===== src/rtl/run_job_arbiter_if.sv =====
// ---------------------------------------------------------------------------
// run_job_arbiter_if
//   Bundles the requester-side and worker-side handshake of the run/done
//   job arbiter.
//
//   i_req          requester job requests (level, one bit per requester)
//   o_run          one-cycle start pulse to the shared worker
//   i_worker_done  worker completion
//   o_ack          one-hot completion pulse back to the granted requester
//   o_error        one-hot timeout pulse back to the granted requester
//   o_grant_id     index of the current / last granted requester
//   o_busy         arbiter is handling a job
//
//   slave  : arbiter side
//   master : requester/worker side
// ---------------------------------------------------------------------------
interface run_job_arbiter_if #(
    parameter int NUM_REQ = 4,
    parameter int ID_W    = 2
);
    logic [NUM_REQ-1:0] i_req;
    logic               o_run;
    logic               i_worker_done;
    logic [NUM_REQ-1:0] o_ack;
    logic [NUM_REQ-1:0] o_error;
    logic [ID_W-1:0]    o_grant_id;
    logic               o_busy;

    modport slave (
        input  i_req,
        input  i_worker_done,
        output o_run,
        output o_ack,
        output o_error,
        output o_grant_id,
        output o_busy
    );

    modport master (
        output i_req,
        output i_worker_done,
        input  o_run,
        input  o_ack,
        input  o_error,
        input  o_grant_id,
        input  o_busy
    );
endinterface


===== src/rtl/run_job_arbiter.sv =====
// ---------------------------------------------------------------------------
// run_job_arbiter
//   Shares one run/done worker among NUM_REQ requesters. Picks a requester
//   round-robin, pulses o_run for one cycle, waits for i_worker_done and
//   answers the winner with a one-cycle o_ack, or with o_error if the worker
//   stays silent for TIMEOUT_CYCLES wait cycles.
//
//   i_clock          system clock, rising edge
//   i_reset_async_n  asynchronous active-low reset
//   bus (slave)      i_req, i_worker_done in; o_run, o_ack, o_error,
//                    o_grant_id, o_busy out (all outputs registered)
// ---------------------------------------------------------------------------
module run_job_arbiter #(
    parameter int NUM_REQ        = 4,
    parameter int ID_W           = 2,
    parameter int TIMEOUT_CYCLES = 16,
    parameter int CNT_W          = 5
) (
    input  logic           i_clock,
    input  logic           i_reset_async_n,
    run_job_arbiter_if.slave bus
);

    typedef enum logic [1:0] {
        IDLE  = 2'b00,
        ISSUE = 2'b01,
        WAIT  = 2'b10,
        RESP  = 2'b11
    } state_t;

    state_t             state;
    logic [ID_W-1:0]    ptr;
    logic [ID_W-1:0]    grant;
    logic [CNT_W-1:0]   cnt;
    logic               run_q;
    logic               busy_q;
    logic [NUM_REQ-1:0] ack_q;
    logic [NUM_REQ-1:0] err_q;

    logic               sel_found;
    logic [ID_W-1:0]    sel_id;
    logic [ID_W-1:0]    cand;

    function automatic logic [NUM_REQ-1:0] onehot(input logic [ID_W-1:0] id);
        return NUM_REQ'(1) << id;
    endfunction

    // Round-robin search: first set request strictly after the pointer,
    // wrapping around, so the last served requester has lowest priority.
    always_comb begin
        sel_found = 1'b0;
        sel_id    = '0;
        cand      = '0;
        for (int k = 1; k <= NUM_REQ; k++) begin
            cand = ID_W'((int'(ptr) + k) % NUM_REQ);
            if (!sel_found && bus.i_req[cand]) begin
                sel_found = 1'b1;
                sel_id    = cand;
            end
        end
    end

    always_ff @(posedge i_clock or negedge i_reset_async_n) begin
        if (!i_reset_async_n) begin
            state  <= IDLE;
            ptr    <= ID_W'(NUM_REQ - 1);
            grant  <= '0;
            cnt    <= '0;
            run_q  <= 1'b0;
            busy_q <= 1'b0;
            ack_q  <= '0;
            err_q  <= '0;
        end else begin
            // Pulse outputs default low; each is raised for exactly one cycle.
            run_q <= 1'b0;
            ack_q <= '0;
            err_q <= '0;
            case (state)
                IDLE: begin
                    if (sel_found) begin
                        grant  <= sel_id;
                        run_q  <= 1'b1;
                        busy_q <= 1'b1;
                        state  <= ISSUE;
                    end
                end
                ISSUE: begin
                    // Done is not looked at here: it may be left over from
                    // the previous job.
                    cnt   <= '0;
                    state <= WAIT;
                end
                WAIT: begin
                    // Done takes precedence over the timeout limit.
                    if (bus.i_worker_done) begin
                        ack_q <= onehot(grant);
                        state <= RESP;
                    end else if (cnt == CNT_W'(TIMEOUT_CYCLES - 1)) begin
                        err_q <= onehot(grant);
                        state <= RESP;
                    end else begin
                        cnt <= cnt + CNT_W'(1);
                    end
                end
                RESP: begin
                    ptr    <= grant;
                    busy_q <= 1'b0;
                    state  <= IDLE;
                end
                default: state <= IDLE;
            endcase
        end
    end

    assign bus.o_run      = run_q;
    assign bus.o_busy     = busy_q;
    assign bus.o_ack      = ack_q;
    assign bus.o_error    = err_q;
    assign bus.o_grant_id = grant;

endmodule

===== src/flat_wrapper.sv =====
// flat-port wrapper written by rule: the top's interface ports become plain ports
module run_job_arbiter_flat 
#(
    parameter int NUM_REQ        = 4,
    parameter int ID_W           = 2,
    parameter int TIMEOUT_CYCLES = 16,
    parameter int CNT_W          = 5
)
  (i_clock, i_reset_async_n, bus_i_req, bus_i_worker_done, bus_o_run, bus_o_ack, bus_o_error, bus_o_grant_id, bus_o_busy);
  run_job_arbiter_if #(.NUM_REQ(NUM_REQ), .ID_W(ID_W)) bus_i ();
  input  logic i_clock;
  input  logic i_reset_async_n;
  input wire logic [$bits(bus_i.i_req)-1:0] bus_i_req;
  input wire logic [$bits(bus_i.i_worker_done)-1:0] bus_i_worker_done;
  output wire logic [$bits(bus_i.o_run)-1:0] bus_o_run;
  output wire logic [$bits(bus_i.o_ack)-1:0] bus_o_ack;
  output wire logic [$bits(bus_i.o_error)-1:0] bus_o_error;
  output wire logic [$bits(bus_i.o_grant_id)-1:0] bus_o_grant_id;
  output wire logic [$bits(bus_i.o_busy)-1:0] bus_o_busy;
  assign bus_i.i_req = bus_i_req;
  assign bus_i.i_worker_done = bus_i_worker_done;
  assign bus_o_run = bus_i.o_run;
  assign bus_o_ack = bus_i.o_ack;
  assign bus_o_error = bus_i.o_error;
  assign bus_o_grant_id = bus_i.o_grant_id;
  assign bus_o_busy = bus_i.o_busy;
  run_job_arbiter #(.NUM_REQ(NUM_REQ), .ID_W(ID_W), .TIMEOUT_CYCLES(TIMEOUT_CYCLES), .CNT_W(CNT_W)) u_core (.i_clock(i_clock), .i_reset_async_n(i_reset_async_n), .bus(bus_i));
endmodule

===== config.mk =====
export PLATFORM = sky130hd
export DESIGN_NAME = run_job_arbiter_flat
export DESIGN_NICKNAME = d
export VERILOG_FILES = /design/src/rtl/run_job_arbiter_if.sv /design/src/rtl/run_job_arbiter.sv /design/src/flat_wrapper.sv
export SDC_FILE = /design/constraint.sdc
export NUM_CORES = 1
export LEC_CHECK = 0
export CAP_MARGIN = 10
export CORE_UTILIZATION = 45
export DETAILED_ROUTE_END_ITERATION = 16
export PLACE_DENSITY_LB_ADDON = 0.3
export SYNTH_ARGS = -nofsm -noshare
export SYNTH_HDL_FRONTEND = slang
export SYNTH_SLANG_ARGS = --single-unit

===== constraint.sdc =====
create_clock -name i_clock -period 1.72 [get_ports i_clock]
set_input_delay 0.172 -clock i_clock [delete_from_list [all_inputs] [get_ports i_clock]]
set_output_delay 0.172 -clock i_clock [all_outputs]
set_load 0.05 [all_outputs]

==> results of run 1 <==
-- final cells by class --
type,count,area share [%]
sequential,21,40.4
multi-input combinational,67,36.9
timing repair buffer,24,16.7
tap,27,2.59
clock buffer,4,2.01
inverter,5,1.44
-- cell families (layout without fill, tap and decap cells) --
group	after synthesis	in the layout	synth area share, %
compound gates	16	16	9.57
buf+inv	6	33	2.36
xor+xnor	1	1	0.870
mux	3	3	3.60
flops	21	21	52.4
simple gates	41	41	23.7
fa+ha+maj	6	6	7.45
-- metrics by stage --
step	power (uW)	instances	utilization (%)	worst slack [ns]
floorplan	1400	94	-	0.00922
global placement	1640	143	61.2	0.0590
detailed placement	1670	143	61.2	0.0191
CTS	1900	147	62.4	0.0135
global route	2060	148	64.0	-0.0543
finish	1920	148	64.0	0.00624
-- power by group through the flow --
stage | Sequential, uW | Clock (uW) | Combinational, uW
6_report | 787 | 230 | 905
5_1_grt | 811 | 260 | 988
4_1_cts | 784 | 236 | 878
3_5_place_dp | 794 | 0 | 875
3_3_place_gp | 790 | 0 | 853
2_1_floorplan | 952 | 0 | 448
-- state kept, by name (all words and copies together), names as in the netlist --
name / cells
u_core.bus.o_run: 1
u_core.bus.o_error: 4
u_core.bus.o_grant_id: 2
u_core.bus.o_busy: 1
u_core.cnt: 5
u_core.bus.o_ack: 4
u_core.state: 2
u_core.ptr: 2
-- cell usage after synthesis, types with 2 or more instances --
| cell type | number |
|---|---|
| a21oi_1 | 4 |
| dfrtp_1 | 19 |
| dfstp_2 | 2 |
| ha_1 | 6 |
| inv_1 | 5 |
| nand2_1 | 9 |
| nand2b_1 | 5 |
| nand3_1 | 5 |
| nor2_1 | 7 |
| nor2b_1 | 2 |
| nor3_1 | 2 |
| o21ai_0 | 2 |
| o21ai_1 | 4 |
| o22ai_1 | 2 |
-- layer usage --
| layer | up-vias | part of all wire [%] | GRT usage [%] |
|---|---|---|---|
| li1 | 384 | - | - |
| met1 | 362 | 49 | 23.0 |
| met2 | 32 | 45 | 24.0 |
| met3 | 9 | 5.0 | 3.12 |
| met4 | 0 | 1.6 | 7.35 |
| met5 | - | 0 | 0 |
-- worst max path at each step --
| stage | end | slack (ns) | cells past startpoint |
|---|---|---|---|
| global route | u_core.cnt[3]$_DFFE_PN0P_ | -0.05 | 7 |
| global placement | u_core.cnt[3]$_DFFE_PN0P_ | 0.06 | 7 |
| CTS | u_core.cnt[3]$_DFFE_PN0P_ | 0.01 | 7 |
| floorplan | u_core.cnt[3]$_DFFE_PN0P_ | 0.009 | 7 |
| finish | u_core.cnt[3]$_DFFE_PN0P_ | 0.006 | 7 |
| detailed placement | u_core.cnt[3]$_DFFE_PN0P_ | 0.02 | 7 |
-- critical path, cell delays in order (launching register included) --
cell and delay (ns):
dfrtp_1 0.42, ha_2 0.21, and3_4 0.19, ha_4 0.17
nor3b_4 0.22, nand4_1 0.13, xnor2_1 0.14, and2_1 0.15
-- layout by cell type (no fill, tap or decap), types with 3 or more instances in the layout --
cell and n:
ha_1 4, clkbuf_4 3, o21ai_1 4, dfrtp_1 19
nand2b_1 5, buf_4 9, a21oi_1 4, nor2_1 7
nand2_1 9, nand3_1 5, clkdlybuf4s50_1 15, inv_1 5
-- repair_timing --
action	CTS	global route
setup endpoints to repair	1	6
pin swaps	1	5
cloned	0	0
endpoints found under the hold margin	0	0
resized for setup	0	4
buffers inserted	0	1
==> results.md, run 1 <==
* First-pass GRT wire length at 3020 um
* Seq/Total Area, Yosys at 52.4%
* Post-route cell area at 1310 um2
* Worst EP arrival at 1.91 ns
* Die height at a little under 50 um
* Die Wd at 49.3 um
* Sw Ratio at approximately two fifths
* Num CTS Buffers at 3
* WL final at 1840 um
* CP max FO at 3
* Comb pwr share at 47.1%
* Post-synth top area share at 47.2%
* Clk network pwr share at 12.0%
* # rows at 16
* Largest net degree at the start of global routing at 22
* Max Clock Skew at 0.00549 ns
* Area of the multi-input gates at between 400 and 500 um2
* Pwr Density at 1470 nW/um2
* Initial DRC Count at 7
* GRT overflow at 0
* Port Buf Inserts at 18
* Post-synth cell types at 34
* Leading post-synthesis cells by cell area: dfrtp_1 (47%), ha_1 (7.5%), dfstp_2 (5.2%)
* Sequential power share at roughly two fifths
* Worst-Margin Slew at ~0.5 ns
* Clock sink total at 21
* Root Buffer: clkbuf_4
* Max cap viols at 0
* NumNets Final at 135
* Clock slew at reported path FFs at roughly 0.11 ns
* Max-slew violations at 0
* Status: finished clean
* Clk buf depth at 2
* Cells after synthesis at 94
* RSZ-0062 raised after global routing: true
* Switching power at roughly 810 uW
* Worst path required time at around 1.9 ns
* HP Class: primary input to asynchronous set/reset pin
* Peak VDD IR at approximately 890 uV
* GPL Wtd Cong at 0.824
* H-tree depth at 1
* Ant diodes at 0
* Register area at 528 um2
* Asr flop ratio synth at 100%
* Worst R2R Start: u_core.cnt[1]$_DFFE_PN0P_
* Core area at 2040 um2
* Reg-to-reg slack, setup at 0.006 ns
* Initial Util at between 40% and 50%
* Worst skew pair latency at 0.30 ns
* Vias in the first global route at just over 700
* Fill count at 174
* Worst r2r path cells at 7
* Vias/cell at ~5.3
* Crit path kind: flip-flop to flip-flop
* Post-DP HPWL at between 1000 and 1500 um
* Main flop type after synthesis: dfrtp_1
* Post-route minimum period at ~1.7 ns
* Antenna Nets Post-Route at 0
* Synth Cell Area at 1010 um2
* Post-synth EDFFs at 0
* Reg-to-Reg End: u_core.cnt[3]$_DFFE_PN0P_
* CTS tree: built
* Setup TNS at 0 ns
* Setup violators final at 0
* Initial antenna violation count at 0
* Placed Area at 1250 um2
* WL per Instance at 12.4 um
* CTS Hold Bufs at 0
* Top-Level Pins at 19
* Hold Fails Final Rpt at 0
* Post-synthesis register bit count at 21
* CP Launch Type: flip-flop
* Residual DRC at 0
* Area leader, netlist: dfrtp_1
* Period utilisation layout at 99.6%
* Synth Area per Inst at 10.7 um2
* Leakage at between 0.0005 and 0.0006 uW
* Hold_ws at 0.205 ns
* Max Clock Freq at just under 0.6 GHz
* CP Capture Type: flip-flop
* Die footprint at 2430 um2
* Synthesis warning total at 0
* Worst setup startpoint: u_core.cnt[1]$_DFFE_PN0P_
* P_int at 1120 uW
* Max-slew headroom at 67.2%
* Share of layout cells above drive strength 1 at 19.0%
* Syn-to-layout area delta at 29.7%
* DR pass1 iterations at 4
* Mapped Nets at 107
* GRT Util Overall at between 10% and 20%
* Via Count at approximately 790
Power figures use the tool's default switching activity.
==> run 2, diff against run 1 <==
- CORE_UTILIZATION: 45 -> 50
- SLEW_MARGIN: unset -> 15
- clock period: 1.72 -> 1.63 ns (I/O delays scaled with it)
==> run 2 against run 1 <==
The flow now finishes with violations (setup timing). Worst hold slack worse by 0.0065 ns. Cell count stayed put. Power up 10%. Critical endpoint is now u_core.cnt[0]$_DFFE_PN0P_.
==> results.md, run 2 (synthesis results as in run 1) <==
* Status: complete, but fails checks
* Violated checks: setup timing
* Clock slew at reported path FFs at 0.11 ns (about the same)
* GPL Wtd Cong at 0.839 (+1.8%)
* Setup WS post-layout at -0.0438 ns (-0.0500 ns)
* H-tree depth at 1 (unchanged)
* Max FFs per register at 5 (unchanged)
* Root Buffer: clkbuf_4
* Met3 wire len at 97 um (+5.4%)
* Pwr Density at 1550 nW/um2 (+5.6%)
* CP Capture Type: flip-flop
* GRT Util Overall at 19.9% (+3.7 points)
* Sequential power share at 39.2% (-1.8 points)
* Comb pwr share at 49.1% (+2.0 points)
* Vias/cell at 5.41 (+1.8%)
* First-pass GRT wire length at 3020 um (unchanged)
* Worst setup startpoint: u_core.cnt[1]$_DFFE_PN0P_
* Die footprint at 2200 um2 (-9.6%)
* P_int at 1220 uW (+9.1%)
* Worst path required time at 1.82 ns (-0.10 ns)
* Worst-Margin Slew at 0.515 ns (+0.0254 ns)
* Leakage at 0.000744 uW (+32%)
* Setup TNS at -0.0856 ns (-0.0856 ns)
* Ant diodes at 0 (unchanged)
* Period utilisation layout at 103% (+3.0 points)
* DR pass1 iterations at 4 (unchanged)
* WL met1 at 919 um (+2.9%)
* Final Util at 75.8% (+12 points)
* Finished Layout Cells at 148 (unchanged)
* Max Clock Skew at 0.00172 ns (-0.00377 ns)
* Commonest non-fill, non-tap cells in the layout: dfrtp_1 (19), buf_4 (11), nand2_1 (9), dlymetal6s2s_1 (9), nor2_1 (7)
* Clk network pwr share at 11.7% (-0.3 points)
* Setup violators final at 2 (+2)
* Hold_ws at 0.198 ns (-0.00647 ns)
* Metal2 WL at 921 um (+12%)
* NumNets Final at 137 (+1.5%)
* Initial Util at 55.9% (+6.6 points)
* Post-route minimum period at 1.67 ns (-0.0400 ns)
* CTS tree: built
* WL per Instance at 13.6 um (+9.9%)
* Max layer used: met4
* Max-slew headroom at 65.6% (-1.6 points)
* Worst R2R Start: u_core.cnt[1]$_DFFE_PN0P_
* Hold Fails Final Rpt at 0 (unchanged)
* Antenna Nets Post-Route at 0 (unchanged)
* Vias in the first global route at 702 (-2.8%)
* Max-slew violations at 0 (unchanged)
* Fill count at 122 (-30%)
* Sw Ratio at 42.6% (+0.69 points)
* GRT overflow at 0 (unchanged)
* Die Wd at 46.9 um (-4.9%)
* Clk buf depth at 2 (unchanged)
* Core area at 1800 um2 (-12%)
* Total power at 2120 uW (+10%)
* Clock sink total at 21 (unchanged)
* Largest net degree at the start of global routing at 22 (unchanged)
* Die height at 46.9 um (-4.9%)
* Syn-to-layout area delta at 35.7%
* Residual DRC at 0 (unchanged)
* HP Class: primary input to asynchronous set/reset pin
* Dpl cells at 144 (+0.70%)
* Port Buf Inserts at 18 (unchanged)
* Initial DRC Count at 26 (+19)
* Top reg by flops: u_core.cnt
* Worst skew pair latency at 0.30 ns (about the same)
* Via Count at 801 (+1.8%)
* WL final at 2020 um (+9.9%)
* Worst EP arrival at 1.86 ns (-0.05 ns)
* Post-DP HPWL at 1450 um (+13%)
* CP max FO at 5 (+2)
* # rows at 15 (-1)
* Switching power at 904 uW (+12%)
* Initial antenna violation count at 0 (unchanged)
* CTS Hold Bufs at 0 (unchanged)
* Num CTS Buffers at 3 (unchanged)
* Top-Level Pins at 19 (unchanged)
* Commonest non-fill, non-tap cell in the layout: dfrtp_1
* Max cap viols at 0 (unchanged)
* Crit path kind: flip-flop to flip-flop
* Share of layout cells above drive strength 1 at 25.2% (+6.2 points)
* CP Launch Type: flip-flop
* Max Clock Freq at 0.597 GHz (+2.4%)
* Peak VDD IR at 982 uV (+10%)
* RSZ-0062 raised after global routing: true
## run 2: cell count changes in the layout (fill, tap and decap cells not counted), moves of 2 or more
cell             before  now
nand3_1               5    2
buf_4                 9   11
dlymetal6s2s_1        0    9
clkdlybuf4s50_1      15    6
nand3_2               0    3
## run 2: worst paths after layout
kind / end / cells past startpoint / slack [ns]
setup / recovery: u_core.cnt[0]$_DFFE_PN0P_ / 6 / -0.04
max in group asynchronous: u_core.ptr[0]$_DFFE_PN1P_ / 2 / 1.16
hold reg to reg: u_core.cnt[2]$_DFFE_PN0P_ / 1 / 0.51
hold / removal: u_core.cnt[0]$_DFFE_PN0P_ / 2 / 0.20
setup reg to reg: u_core.cnt[0]$_DFFE_PN0P_ / 6 / -0.04
min in group i_clock: u_core.cnt[2]$_DFFE_PN0P_ / 1 / 0.51
## run 2: per-stage QoR
stage / setup WS [ns] / area, um2
floorplan: 0.00611 / 1030
global placement: 0.00589 / 1290
detailed placement: -0.0234 / 1290
CTS: -0.0242 / 1330
global route: -0.143 / 1370
finish: -0.0438 / 1370
## run 2: repair_timing
action / in CTS / in global routing
gates resized for setup: 2 / 13
cloned: 0 / 0
pin swaps: 4 / 3
setup endpoints to repair: 5 / 16
buffers inserted: 0 / 0
## run 2: cell type report
type / count / area (um2) / area share, %
sequential: 21 / 528 / 38.6
multi-input combinational: 67 / 507 / 37.1
timing repair buffer: 26 / 255 / 18.7
tap: 25 / 31.3 / 2.29
clock buffer: 4 / 26.3 / 1.92
inverter: 5 / 18.8 / 1.37
## run 2: routing by layer
metal  track usage [%]  vias up
met3              3.85        9
met5                 0        -
li1                  -      385
met2              31.4       25
met1              26.2      382
met4              10.3        0
## run 2: power groups by stage
stage	Sequential [uW]	Clock (uW)	Combinational, uW
final	832	248	1040
after global routing	851	271	1130
after CTS	830	254	1010
after detailed placement	837	0	996
after global placement	829	0	968
after floorplan	1010	0	484
## run 2: critical path, cell delays in order, from the launching register on
cell     delay (ns)
dfrtp_1        0.41
ha_2           0.19
and3_4         0.18
ha_4           0.17
or3b_4         0.42
nand3_2        0.09
o21ai_1        0.09
==> run 3, diff against run 2 <==
- PLACE_DENSITY_LB_ADDON: 0.3 -> 0.15
- SETUP_SLACK_MARGIN: unset -> 0.02
- clock period: 1.63 -> 1.6 ns (I/O delays scaled with it)
==> run 3 against run 2 <==
The flow still finishes with violations (setup timing). Sequential cell count is the same. Setup slack improved by 0.041 ns. Design area is 3.6% lower. First-iteration DRC count down 42%. Core utilization fell by 2.7 points. Power is 0.87% higher. Cell count unchanged. Combinational power barely moved. Routed wire length down 6.0%. Highest routed layer unchanged.
==> results.md, run 3 (synthesis results as in run 1) <==
* Worst skew pair latency at 0.30 ns (about the same)
* Dpl ws at -0.0539 ns (-0.0305 ns)
* Port Buf Inserts at 18 (unchanged)
* GRT overflow at 0 (unchanged)
* Initial antenna violation count at 0 (unchanged)
* CP Capture Type: flip-flop
* Post-route cell area at 1320 um2 (-3.6%)
* Max cap viols at 0 (unchanged)
* Clock sink total at 21 (unchanged)
* Worst path required time at 1.80 ns (-0.02 ns)
* Worst-Margin Slew at 0.494 ns (-0.0211 ns)
* Clk buf depth at 2 (unchanged)
* Hold_ws at 0.187 ns (-0.0114 ns)
* WL final at 1900 um (-6.0%)
* Clock slew at reported path FFs at 0.12 ns (about the same)
* Root Buffer: clkbuf_4
* Dpl cells at 142 (-1.4%)
* NumNets Final at 137 (unchanged)
* Setup WS post-layout at -0.00256 ns (+0.0412 ns)
* Largest net degree at the start of global routing at 22 (unchanged)
* Final Util at 73.1% (-2.7 points)
* Worst r2r path cells at 7 (+1)
* Worst R2R Start: u_core.cnt[0]$_DFFE_PN0P_
* Placed Area at 1260 um2 (-2.5%)
* Initial DRC Count at 15 (-42%)
* Syn-to-layout area delta at 30.8%
* First-pass GRT wire length at 3010 um (-0.23%)
* CP max FO at 3 (-2)
* H-tree depth at 1 (unchanged)
* GRT Util Overall at 19.6% (-0.37 points)
* Leakage at 0.000608 uW (-18%)
* Peak VDD IR at 1050 uV (+6.7%)
* GPL Wtd Cong at 0.803 (-4.3%)
* DR pass1 iterations at 4 (unchanged)
* Share of layout cells above drive strength 1 at 29.3% (+4.1 points)
* Vias in the first global route at 725 (+3.3%)
* Max Clock Skew at 0.000675 ns (-0.00104 ns)
* Max-slew violations at 0 (unchanged)
* WL per Instance at 12.8 um (-6.0%)
* Num CTS Buffers at 3 (unchanged)
* Top-Level Pins at 19 (unchanged)
* Commonest non-fill, non-tap cell in the layout: dfrtp_1
* Max-slew headroom at 67.2% (+1.6 points)
* HP Class: primary input to asynchronous set/reset pin
* Violated checks: setup timing
* Status: complete, but fails checks
* Crit path kind: flip-flop to flip-flop
* Max Clock Freq at 0.624 GHz (+4.4%)
* Finished Layout Cells at 148 (unchanged)
* Residual DRC at 0 (unchanged)
* Reg-to-reg slack, setup at -0.003 ns (+0.04 ns)
* RSZ-0062 raised after global routing: true
* Post-route minimum period at 1.60 ns (-0.0712 ns)
* # rows at 15 (unchanged)
* Die Wd at 46.9 um (unchanged)
* Die footprint at 2200 um2 (unchanged)
* Core area at 1800 um2 (unchanged)
* Commonest non-fill, non-tap cells in the layout: dfrtp_1 (19), buf_4 (18), nand2_1 (9), nor2_1 (7), clkdlybuf4s50_1 (6)
* Post-DP HPWL at 1430 um (-1.8%)
* Setup violators final at 1 (-1)
* Pwr Density at 1620 nW/um2 (+4.6%)
* Period utilisation layout at 100% (-2.5 points)
* Die height at 46.9 um (unchanged)
* Vias/cell at 5.29 (-2.2%)
* Reg-to-Reg End: u_core.cnt[3]$_DFFE_PN0P_
* Ant diodes at 0 (unchanged)
* CP Launch Type: flip-flop
* CTS tree: built
* Initial Util at 55.9% (unchanged)
* Via Count at 783 (-2.2%)
* Max FFs per register at 5 (unchanged)
* Worst EP arrival at 1.81 ns (-0.05 ns)
* Top reg by flops: u_core.cnt
* Hold Fails Final Rpt at 0 (unchanged)
* Antenna Nets Post-Route at 0 (unchanged)
## run 3: per-layer routing
layer	share of wire (%)	GRT usage [%]	up-vias	routed length [um]
met5	0	0	-	0
met4	1.3	8.00	0	25
met3	4.1	4.62	4	78
met2	48	33.6	17	911
met1	46	23.5	374	881
li1	-	-	388	-
## run 3: how the worst max path moves through the flow
| stage | from | to | slack [ns] | cells past startpoint |
|---|---|---|---|---|
| 4_1_cts | u_core.cnt[1]$_DFFE_PN0P_ | u_core.cnt[3]$_DFFE_PN0P_ | -0.03 | 7 |
| 3_3_place_gp | u_core.cnt[0]$_DFFE_PN0P_ | u_core.cnt[0]$_DFFE_PN0P_ | -0.02 | 6 |
| 2_1_floorplan | u_core.cnt[0]$_DFFE_PN0P_ | u_core.cnt[3]$_DFFE_PN0P_ | -0.006 | 7 |
| 5_1_grt | u_core.cnt[1]$_DFFE_PN0P_ | u_core.cnt[3]$_DFFE_PN0P_ | -0.09 | 7 |
| 6_report | u_core.cnt[0]$_DFFE_PN0P_ | u_core.cnt[3]$_DFFE_PN0P_ | -0.003 | 7 |
| 3_5_place_dp | u_core.cnt[0]$_DFFE_PN0P_ | u_core.cnt[0]$_DFFE_PN0P_ | -0.05 | 6 |
## run 3: critical path: stages (launching register included)
cell	delay (ns)
dfrtp_1	0.40
ha_2	0.19
and3_4	0.18
ha_4	0.17
nor3b_4	0.18
nand4_1	0.12
xnor2_1	0.14
and2_1	0.13
## run 3: final cells by class
type                    count  area, um2
flip-flops and latches     21        528
multi-input cells          67        499
fillers                   144        484
repair buffers             26        213
well taps                  25       31.3
clock buffers               3       22.5
inverters                   5       18.8
clock inverters             1       5.00
## run 3: report_power, final
part	internal, uW	switching [uW]	leakage (uW)
combinational	440	600	0.000318
sequential	694	152	0.000272
clock	93.1	162	0.0000177
## run 3: per-stage QoR
step	setup TNS [ns]	total power (uW)
final	-0.00256	2140
after global routing	-0.392	2280
after detailed placement	-0.245	1830
after floorplan	-0.00595	1520
after CTS	-0.0281	2150
after global placement	-0.0467	1800
## run 3: what timing repair did
item,4_1_cts,5_1_grt
gates resized for setup,6,0
gates cloned,0,0
hold buffers,0,0
setup buffers,2,0
endpoints found under the setup margin,9,7
pin swaps,6,1
